`src/rtl/imm_gen_pipe.sv`:
```
// Decode-stage immediate generator: extends the instruction immediate, precomputes PC + imm,
// and presents results through a 2-entry output/skid buffer with an illegal-format counter.
module imm_gen_pipe #(
    parameter int DATA_WIDTH = 32,
    parameter int TAG_WIDTH  = 5,
    parameter int CNT_WIDTH  = 8
) (
    input  logic                  clk,
    input  logic                  rst,
    input  logic                  in_valid,
    output logic                  in_ready,
    input  logic [31:0]           instr,
    input  logic [DATA_WIDTH-1:0] PC,
    input  logic [2:0]            ImmSrc,
    input  logic [TAG_WIDTH-1:0]  in_tag,
    output logic                  out_valid,
    input  logic                  out_ready,
    output logic [DATA_WIDTH-1:0] ImmOp,
    output logic [DATA_WIDTH-1:0] PCTarget,
    output logic                  ImmErr,
    output logic [TAG_WIDTH-1:0]  out_tag,
    output logic [CNT_WIDTH-1:0]  ErrCount
);

    typedef enum logic [1:0] {
        EMPTY = 2'd0,
        ONE   = 2'd1,
        TWO   = 2'd2
    } state_t;

    state_t                state_q;
    logic [DATA_WIDTH-1:0] imm_q, pct_q, skid_imm_q, skid_pct_q;
    logic                  err_q, skid_err_q;
    logic [TAG_WIDTH-1:0]  tag_q, skid_tag_q;
    logic [CNT_WIDTH-1:0]  cnt_q, cnt_d;

    logic [DATA_WIDTH-1:0] imm_s, pct_s;
    logic                  err_s, accept_s, consume_s;
    logic                  unused_opcode_s;

    // The opcode field plays no part in immediate extraction.
    assign unused_opcode_s = ^instr[6:0];

    assign in_ready  = (state_q != TWO) & ~rst;
    assign out_valid = (state_q != EMPTY);
    assign accept_s  = in_valid & in_ready;
    assign consume_s = out_valid & out_ready;

    assign ImmOp    = imm_q;
    assign PCTarget = pct_q;
    assign ImmErr   = err_q;
    assign out_tag  = tag_q;
    assign ErrCount = cnt_q;

    // Immediate extraction: sign-extended formats start from all-copies of instr[31].
    always_comb begin
        imm_s = '0;
        err_s = 1'b0;
        case (ImmSrc)
            3'b000: begin
                imm_s        = {DATA_WIDTH{instr[31]}};
                imm_s[11:0]  = instr[31:20];
            end
            3'b001: begin
                imm_s        = {DATA_WIDTH{instr[31]}};
                imm_s[11:0]  = {instr[31:25], instr[11:7]};
            end
            3'b010: begin
                imm_s        = {DATA_WIDTH{instr[31]}};
                imm_s[12:0]  = {instr[31], instr[7], instr[30:25], instr[11:8], 1'b0};
            end
            3'b011: begin
                imm_s        = {DATA_WIDTH{instr[31]}};
                imm_s[31:0]  = {instr[31:12], 12'b0};
            end
            3'b100: begin
                imm_s        = {DATA_WIDTH{instr[31]}};
                imm_s[20:0]  = {instr[31], instr[19:12], instr[20], instr[30:21], 1'b0};
            end
            3'b101: begin
                if (DATA_WIDTH == 64) begin
                    imm_s[5:0] = instr[25:20];
                end else begin
                    imm_s[4:0] = instr[24:20];
                end
            end
            3'b110: begin
                imm_s[4:0]   = instr[19:15];
            end
            default: begin
                imm_s        = '0;
                err_s        = 1'b1;
            end
        endcase
    end

    assign pct_s = PC + imm_s;

    // Saturating count of accepted illegal-format requests.
    always_comb begin
        cnt_d = cnt_q;
        if (accept_s && err_s && (cnt_q != {CNT_WIDTH{1'b1}})) begin
            cnt_d = cnt_q + {{(CNT_WIDTH-1){1'b0}}, 1'b1};
        end else begin
            cnt_d = cnt_q;
        end
    end

    // Buffer FSM: output register plus one skid entry, strictly in acceptance order.
    always_ff @(posedge clk) begin
        if (rst) begin
            state_q    <= EMPTY;
            imm_q      <= '0;
            pct_q      <= '0;
            err_q      <= 1'b0;
            tag_q      <= '0;
            skid_imm_q <= '0;
            skid_pct_q <= '0;
            skid_err_q <= 1'b0;
            skid_tag_q <= '0;
            cnt_q      <= '0;
        end else begin
            cnt_q <= cnt_d;
            case (state_q)
                EMPTY: begin
                    if (accept_s) begin
                        imm_q   <= imm_s;
                        pct_q   <= pct_s;
                        err_q   <= err_s;
                        tag_q   <= in_tag;
                        state_q <= ONE;
                    end
                end
                ONE: begin
                    if (accept_s && consume_s) begin
                        imm_q   <= imm_s;
                        pct_q   <= pct_s;
                        err_q   <= err_s;
                        tag_q   <= in_tag;
                    end else if (accept_s) begin
                        skid_imm_q <= imm_s;
                        skid_pct_q <= pct_s;
                        skid_err_q <= err_s;
                        skid_tag_q <= in_tag;
                        state_q    <= TWO;
                    end else if (consume_s) begin
                        state_q <= EMPTY;
                    end
                end
                TWO: begin
                    if (consume_s) begin
                        imm_q   <= skid_imm_q;
                        pct_q   <= skid_pct_q;
                        err_q   <= skid_err_q;
                        tag_q   <= skid_tag_q;
                        state_q <= ONE;
                    end
                end
                default: begin
                    state_q <= EMPTY;
                end
            endcase
        end
    end

endmodule

```
`config.mk`:
```
export PLATFORM = sky130hd
export DESIGN_NAME = imm_gen_pipe
export DESIGN_NICKNAME = d
export VERILOG_FILES = /design/src/rtl/imm_gen_pipe.sv
export SDC_FILE = /design/constraint.sdc
export NUM_CORES = 1
export LEC_CHECK = 0
export BUFFER_PORTS_ARGS = -buffer_cell sky130_fd_sc_hd__buf_2
export CAP_MARGIN = 20
export CORE_ASPECT_RATIO = 1.5
export CORE_MARGIN = 4
export CORE_UTILIZATION = 30
export CTS_BUF_LIST = sky130_fd_sc_hd__clkbuf_2
export DETAILED_ROUTE_END_ITERATION = 7
export SETUP_SLACK_MARGIN = 0.05
export SYNTH_ARGS = -nofsm -noshare
export SYNTH_HDL_FRONTEND = slang
export SYNTH_SLANG_ARGS = --single-unit
export TNS_END_PERCENT = 1
```
`constraint.sdc`:
```
create_clock -name clk -period 3.7 [get_ports clk]
set_input_delay 0.74 -clock clk [delete_from_list [all_inputs] [get_ports clk]]
set_output_delay 0.74 -clock clk [all_outputs]
set_load 0.005 [all_outputs]
```
==> results of run 1 <==
-- layer usage --
| metal | vias to the layer above | GRT usage (%) |
|---|---|---|
| met3 | 37 | 2.804 |
| met4 | 0 | 5.969 |
| met2 | 225 | 30.48 |
| li1 | 4211 | - |
| met5 | - | 0 |
| met1 | 3819 | 21.99 |
-- placed cells by master (no fill, tap or decap), drive strengths merged, types with 3 or more instances in the layout --
| master | netlist | final |
|---|---|---|
| a2111oi | 3 | 3 |
| a211o | 3 | 3 |
| a211oi | 64 | 64 |
| a21boi | 3 | 3 |
| a21o | 14 | 14 |
| a21oi | 129 | 129 |
| a221oi | 8 | 8 |
| a222oi | 4 | 4 |
| a311oi | 19 | 19 |
| a31o | 3 | 3 |
| a31oi | 9 | 9 |
| and2 | 9 | 9 |
| and3 | 4 | 4 |
| and4 | 6 | 6 |
| buf | 15 | 277 |
| bufinv | 0 | 4 |
| clkbuf | 67 | 17 |
| dfxtp | 150 | 150 |
| ha | 32 | 32 |
| inv | 36 | 46 |
| mux2i | 5 | 5 |
| nand2 | 165 | 165 |
| nand2b | 7 | 7 |
| nand3 | 21 | 21 |
| nand4 | 10 | 10 |
| nor2 | 154 | 154 |
| nor2b | 10 | 10 |
| nor3 | 14 | 14 |
| o211ai | 3 | 3 |
| o21a | 3 | 3 |
| o21ai | 38 | 38 |
| o21bai | 6 | 6 |
| or3 | 6 | 6 |
| xnor2 | 14 | 14 |
| xor2 | 20 | 20 |
-- through the flow --
stage | setup slack [ns] | TNS, ns | total power, W | hold WS (ns)
2_1_floorplan | -0.05772 | -0.1179 | 0.002380 | 0.4326
3_3_place_gp | -0.3603 | -8.867 | 0.002846 | 0.4402
3_5_place_dp | -0.3846 | -9.953 | 0.002859 | 0.4467
4_1_cts | 0.3046 | 0 | 0.004056 | 0.08573
5_1_grt | 0.1244 | 0 | 0.004240 | 0.09305
6_report | 0.3820 | 0 | 0.004004 | 0.1522
-- worst max path at each step --
stage                   endpoint  cells after the start
floorplan           PCTarget[15]                     15
finish                  in_ready                      4
CTS                     in_ready                      4
detailed placement  PCTarget[15]                     16
global route        PCTarget[15]                     16
global placement    PCTarget[15]                     16
-- sequential cells by signal, indices dropped and copies added (netlist names) --
| signal | flops |
|---|---|
| PCTarget | 32 |
| ErrCount | 8 |
| skid_err_q | 1 |
| skid_imm_q | 32 |
| state_q | 2 |
| ImmErr | 1 |
| skid_tag_q | 5 |
| ImmOp | 32 |
| skid_pct_q | 32 |
| out_tag | 5 |
-- report_power, final --
| part | switching, W | internal [W] | total, W |
|---|---|---|---|
| clock | 0.000702 | 0.000480 | 0.00118 |
| sequential | 0.0000391 | 0.00170 | 0.00174 |
| combinational | 0.000599 | 0.000486 | 0.00108 |
-- cell usage after synthesis (14+ instances only) --
library cell  count
a211oi_1         63
a21o_1           14
a21oi_1         126
a311oi_1         19
clkbuf_1         66
dfxtp_1         150
ha_1             32
inv_1            35
nand2_1         165
nand3_1          21
nor2_1          154
nor3_1           14
o21ai_0          31
xnor2_1          14
xor2_1           20
-- area by class of cell --
type	instances	area, sq um
Tap cell	337	421.7
Timing Repair Buffer	277	1749
Sequential cell	150	3003
Clock buffer	17	85.08
Fill cell	2834	16310
Multi-Input combinational cell	809	4742
Clock inverter	15	226.5
Inverter	36	135.1
Antenna cell	1	2.502
-- cell families (layout without fill, tap and decap cells) --
| group | count (synthesis) | after routing | synth area share [%] |
|---|---|---|---|
| flip-flops | 150 | 150 | 36.83 |
| XOR/XNOR | 34 | 34 | 3.652 |
| AND/OR/NAND/NOR | 413 | 413 | 21.76 |
| multiplexers | 5 | 5 | 0.6138 |
| buffers and inverters | 118 | 345 | 5.800 |
| AO/OA/AOI/OAI | 324 | 324 | 26.19 |
| other | 0 | 1 | 0 |
| adder cells (fa/ha/maj) | 33 | 33 | 5.156 |
-- worst reg2reg max path: stages, from the launching register on --
cell and delay (ns):
dfxtp_1 0.46, nor2b_2 0.29, buf_4 0.27, nor4_2 0.58, nand4_1 0.29, or3_1 0.37, a21oi_1 0.13
==> results.sh, run 1 <==
export IMPL_min_period_ns=3.318
export IMPL_routabilityCongestion=0.8735
export IMPL_die_w_um=142.6
export IMPL_cap_violations=0
export IMPL_initial_utilization_pct=30.57
export IMPL_firstDrtPassIters=7
export IMPL_grt_usage_pct=17.58
export IMPL_portBuffers=148
export IMPL_synth_edf_count=0
export IMPL_yosys_top_cells_area="dfxtp_1 37%, a21oi_1 7.7%, nand2_1 7.6%, nor2_1 7.1%, a211oi_1 5.8%"
export IMPL_fin_util_pct=38.86
export IMPL_post_cts_setup_buffers=0
export IMPL_crit_buf_inv=2
export IMPL_cts_path_max_buffers=2
export IMPL_cts_tree="done"
export IMPL_place_inst=1609
export IMPL_cp_arrival_ns=2.58
export IMPL_period_share_pct=89.68
export IMPL_die_area_sq_um=29940
export IMPL_clockRootBuffer="clkbuf_2"
export IMPL_ir_drop_v=0.0002892
export IMPL_seq_area_frac_synth_pct=36.83
export IMPL_worstSetupStartpoint="state_q[1]"
export IMPL_clk_latency_ns=0.80
export IMPL_r2r_slack_ns=1.27
export IMPL_cp_data_required_time_ns=2.96
export IMPL_antenna_found_initial=1
export IMPL_slowest_delay_ns=0.58
export IMPL_postCtsHoldBufs=0
export IMPL_grt_pass1_wl_mm=42.17
export IMPL_drive_above_1_share_pct=26.07
export IMPL_min_delay_path_depth=3
export IMPL_syn_to_final_growth_pct=27.11
export IMPL_cts_buffers=17
export IMPL_wl_met3_mm=1.246
export IMPL_clkSinkCount=150
export IMPL_reg2regPathDepth=6
export IMPL_top_layer_used="met4"
export IMPL_critical_path_top_delay_family="simple AND/OR/NAND/NOR gates"
export IMPL_wire_per_inst_um=16.17
export IMPL_met1_length_mm=11.51
export IMPL_drtAntennaViolNets=0
export IMPL_cpMaxStageDelayCell="dfxtp_1"
export IMPL_drt_iter0_drc=514
export IMPL_start_kind="flip-flop"
export IMPL_cp_cell_sequence="nor2b_2, buf_4, nor2_1, buf_2"
export IMPL_holdCritStartpoint="in_tag[3]"
export IMPL_fin_cells=1642
export IMPL_regToRegStartpoint="state_q[1]"
export IMPL_setup_viol=0
export IMPL_fmaxAchievable_ghz=0.3014
export IMPL_r2r_end="ErrCount[5]"
export IMPL_final_nets=1400
export IMPL_pin_count=156
export IMPL_p_leak_nw=4.581
export IMPL_ys_seq_elements=150
export IMPL_mappedNetlistArea_sq_um=8154
export IMPL_viasPerCell=5.050
export IMPL_drc_errors=0
export IMPL_core_area_sq_um=26670
export IMPL_synth_nets=1186
export IMPL_crit_path_end_kind="output pin"
export IMPL_rows=73
export IMPL_path_clk_slew_ns=0.27
export IMPL_yosys_warnings=0
export IMPL_dp_hpwl_mm=19.77
export IMPL_synthDistinctLibCells=67
export IMPL_overflow=0
export IMPL_wl_met2_mm=13.09
export IMPL_grt_max_degree=93
export IMPL_synthCells=1077
export IMPL_synth_area_per_cell_sq_um=7.571
export IMPL_htree_levels=4
export IMPL_hold_end="skid_tag_q[3]"
export IMPL_place_area_sq_um=10050
export IMPL_wl_mm=26.55
export IMPL_grt_pass1_vias=7921
export IMPL_hold_class="primary input to flip-flop"
export IMPL_worstMarginPinSlew_ns=1.020
export IMPL_synthArstFlopShare_pct=0
export IMPL_cts_resized=0
export IMPL_hold_viol=0
export IMPL_yosys_area_top_type="dfxtp_1"
export IMPL_rsz0062_at_grt="no"
export IMPL_fin_area_sq_um=10360
export IMPL_synth_top_cell_area_share_pct=36.83
export IMPL_finalMaxSlewViolations=0
export IMPL_die_h_um=209.9
export IMPL_power_density_nw_per_um2=386.3
export IMPL_clock_skew_ns=0.03710
export IMPL_cp_max_fo=29
export IMPL_outcome="finished clean"
export IMPL_vias=8292
export IMPL_synthFlopType="dfxtp_1"
export IMPL_critPathKind="flip-flop to output pin"
export IMPL_max_slew_margin_rel_pct=31.97
No activity file was read; power rests on OpenSTA's default activity.
==> run 2, diff against run 1 <==
- PLACE_DENSITY: unset -> 0.5
==> run 2 against run 1 <==
  * Die area unchanged
  * Sequential share of layout area down 0.077 points
  * Global-route usage up 0.26 points
  * Cell area up 0.27%
  * Count of clock-buffer cells in the layout unchanged
  * Clock power down 13%
  * Combinational power about the same
  * Largest cell class unchanged
  * Highest routed layer unchanged
==> results.sh, run 2 (same netlist as run 1, synthesis figures left out) <==
export IMPL_postCtsHoldBufs=0
export IMPL_grt_pass1_wl_mm=42.57
export IMPL_r2r_end="PCTarget[15]"
export IMPL_r2r_slack_ns=1.56
export IMPL_timing_final_ws_setup_ns=0.4828
export IMPL_hold_viol=0
export IMPL_portBuffers=148
export IMPL_rsz0062_at_grt="no"
export IMPL_clkSinkCount=150
export IMPL_p_leak_nw=4.613
export IMPL_cts_path_max_buffers=2
export IMPL_place_ws_ns=-0.2746
export IMPL_fillers=2923
export IMPL_rows=73
export IMPL_clk_latency_ns=0.75
export IMPL_critPathKind="flip-flop to output pin"
export IMPL_cp_max_fo=32
export IMPL_die_area_sq_um=29940
export IMPL_final_nets=1411
export IMPL_max_slew_margin_rel_pct=27.39
export IMPL_power_density_nw_per_um2=373.1
export IMPL_wire_per_inst_um=16.23
export IMPL_core_area_sq_um=26670
export IMPL_min_period_ns=3.217
export IMPL_switchingPower_w=0.001339
export IMPL_drc_errors=0
export IMPL_firstDrtPassIters=5
export IMPL_cts_buffers=17
export IMPL_grt_max_degree=93
export IMPL_path_clk_slew_ns=0.25
export IMPL_cts_tree="done"
export IMPL_pwr_share_clk_pct=26.5
export IMPL_htree_levels=4
export IMPL_fmaxAchievable_ghz=0.3108
export IMPL_worstSetupStartpoint="state_q[1]"
export IMPL_die_w_um=142.6
export IMPL_regToRegStartpoint="state_q[0]"
export IMPL_hold_class="primary input to flip-flop"
export IMPL_initial_utilization_pct=30.57
export IMPL_finalMaxSlewViolations=0
export IMPL_dp_hpwl_mm=19.93
export IMPL_antenna_found_initial=1
export IMPL_wl_mm=26.83
export IMPL_drt_iter0_drc=415
export IMPL_clockRootBuffer="clkbuf_2"
export IMPL_power_share_sequential_pct=44.9
export IMPL_p_comb_share_pct=28.6
export IMPL_syn_to_final_growth_pct=27.45
export IMPL_worstMarginPinSlew_ns=1.089
export IMPL_post_cts_setup_buffers=0
export IMPL_routabilityCongestion=0.9065
export IMPL_start_kind="flip-flop"
export IMPL_cts_resized=0
export IMPL_drive_above_1_share_pct=26.69
export IMPL_cp_data_required_time_ns=2.96
export IMPL_cp_arrival_ns=2.48
export IMPL_crit_path_end_kind="output pin"
export IMPL_place_area_sq_um=10140
export IMPL_grt_usage_pct=17.84
export IMPL_ir_drop_v=0.0002221
export IMPL_switching_share_pct=34.53
export IMPL_final_common_cell="nand2_1"
export IMPL_pin_count=156
export IMPL_layout_common_cells="164 x nand2_1, 154 x nor2_1, 150 x dfxtp_1, 147 x buf_2, 138 x buf_4"
export IMPL_grt_pass1_vias=7806
export IMPL_fin_area_sq_um=10390
export IMPL_crit_end="in_ready"
export IMPL_reg2regPathDepth=6
export IMPL_die_h_um=209.9
export IMPL_drtAntennaViolNets=0
export IMPL_period_share_pct=86.95
export IMPL_overflow=0
export IMPL_outcome="finished clean"
export IMPL_intPower_w=0.002539
export IMPL_setup_viol=0
export IMPL_clock_skew_ns=0.05136
export IMPL_vias=8166
export IMPL_cap_violations=0
export IMPL_viasPerCell=4.940
run 2: cell count changes in the layout (fill, tap and decap cells not counted), sizes merged:
cell / before / now
buf: 277 / 288
bufinv: 4 / 2
clkinv: 1 / 5
clkinvlp: 0 / 1
inv: 46 / 43
run 2: worst max-delay path, stage by stage (launching register included):
cell and delay (ns):
dfxtp_1 0.60, nor2b_2 0.45, buf_4 0.44, nor2_1 0.11, buf_2 0.16
run 2: stage by stage:
stage	hold slack [ns]	TNS, ns	utilization (%)	power, W	std cells
2_1_floorplan	0.4326	-0.1179	-	0.002380	1077
5_1_grt	0.08796	0	38.97	0.004121	1653
3_3_place_gp	0.4379	-4.308	38.01	0.002886	1620
6_report	0.2085	0	38.97	0.003877	1653
4_1_cts	0.08428	0	38.96	0.003946	1652
3_5_place_dp	0.4468	-4.902	38.01	0.002891	1620
run 2: power groups by stage:
stage / sequential, W / combinational, W / clock [W]
after floorplan: 0.00177 / 0.000611 / 0
after global placement: 0.00177 / 0.00112 / 0
after detailed placement: 0.00177 / 0.00112 / 0
after CTS: 0.00174 / 0.00112 / 0.00108
after global routing: 0.00175 / 0.00124 / 0.00113
final: 0.00174 / 0.00111 / 0.00103
run 2: worst min-delay path by stage:
stage / start / to / slack, ns / cells past startpoint
4_1_cts: in_tag[4] / skid_tag_q[4] / 0.08 / 3
6_report: in_tag[1] / skid_tag_q[1] / 0.21 / 3
2_1_floorplan: skid_pct_q[28] / skid_pct_q[28] / 0.43 / 2
5_1_grt: in_tag[0] / skid_tag_q[0] / 0.09 / 3
3_3_place_gp: PCTarget[1] / PCTarget[1] / 0.44 / 2
3_5_place_dp: skid_pct_q[3] / skid_pct_q[3] / 0.45 / 2
run 2: final cells by class:
class / count / area (sq um) / share of cell area [%]
antenna: 1 / 2.502 / 0.02408
clock inverter: 15 / 166.4 / 1.601
inverter: 36 / 135.1 / 1.300
sequential: 150 / 3003 / 28.89
tap: 337 / 421.7 / 4.057
timing repair buffer: 288 / 1832 / 17.63
multi-input combinational: 809 / 4747 / 45.68
clock buffer: 17 / 85.08 / 0.8187
run 2: metal layers:
metal,GRT usage [%],up-vias,part of all wire (%)
li1,-,4234,-
met1,23.11,3737,44
met2,30.65,172,50
met3,2.872,23,3.4
met4,4.723,0,1.8
met5,0,-,0
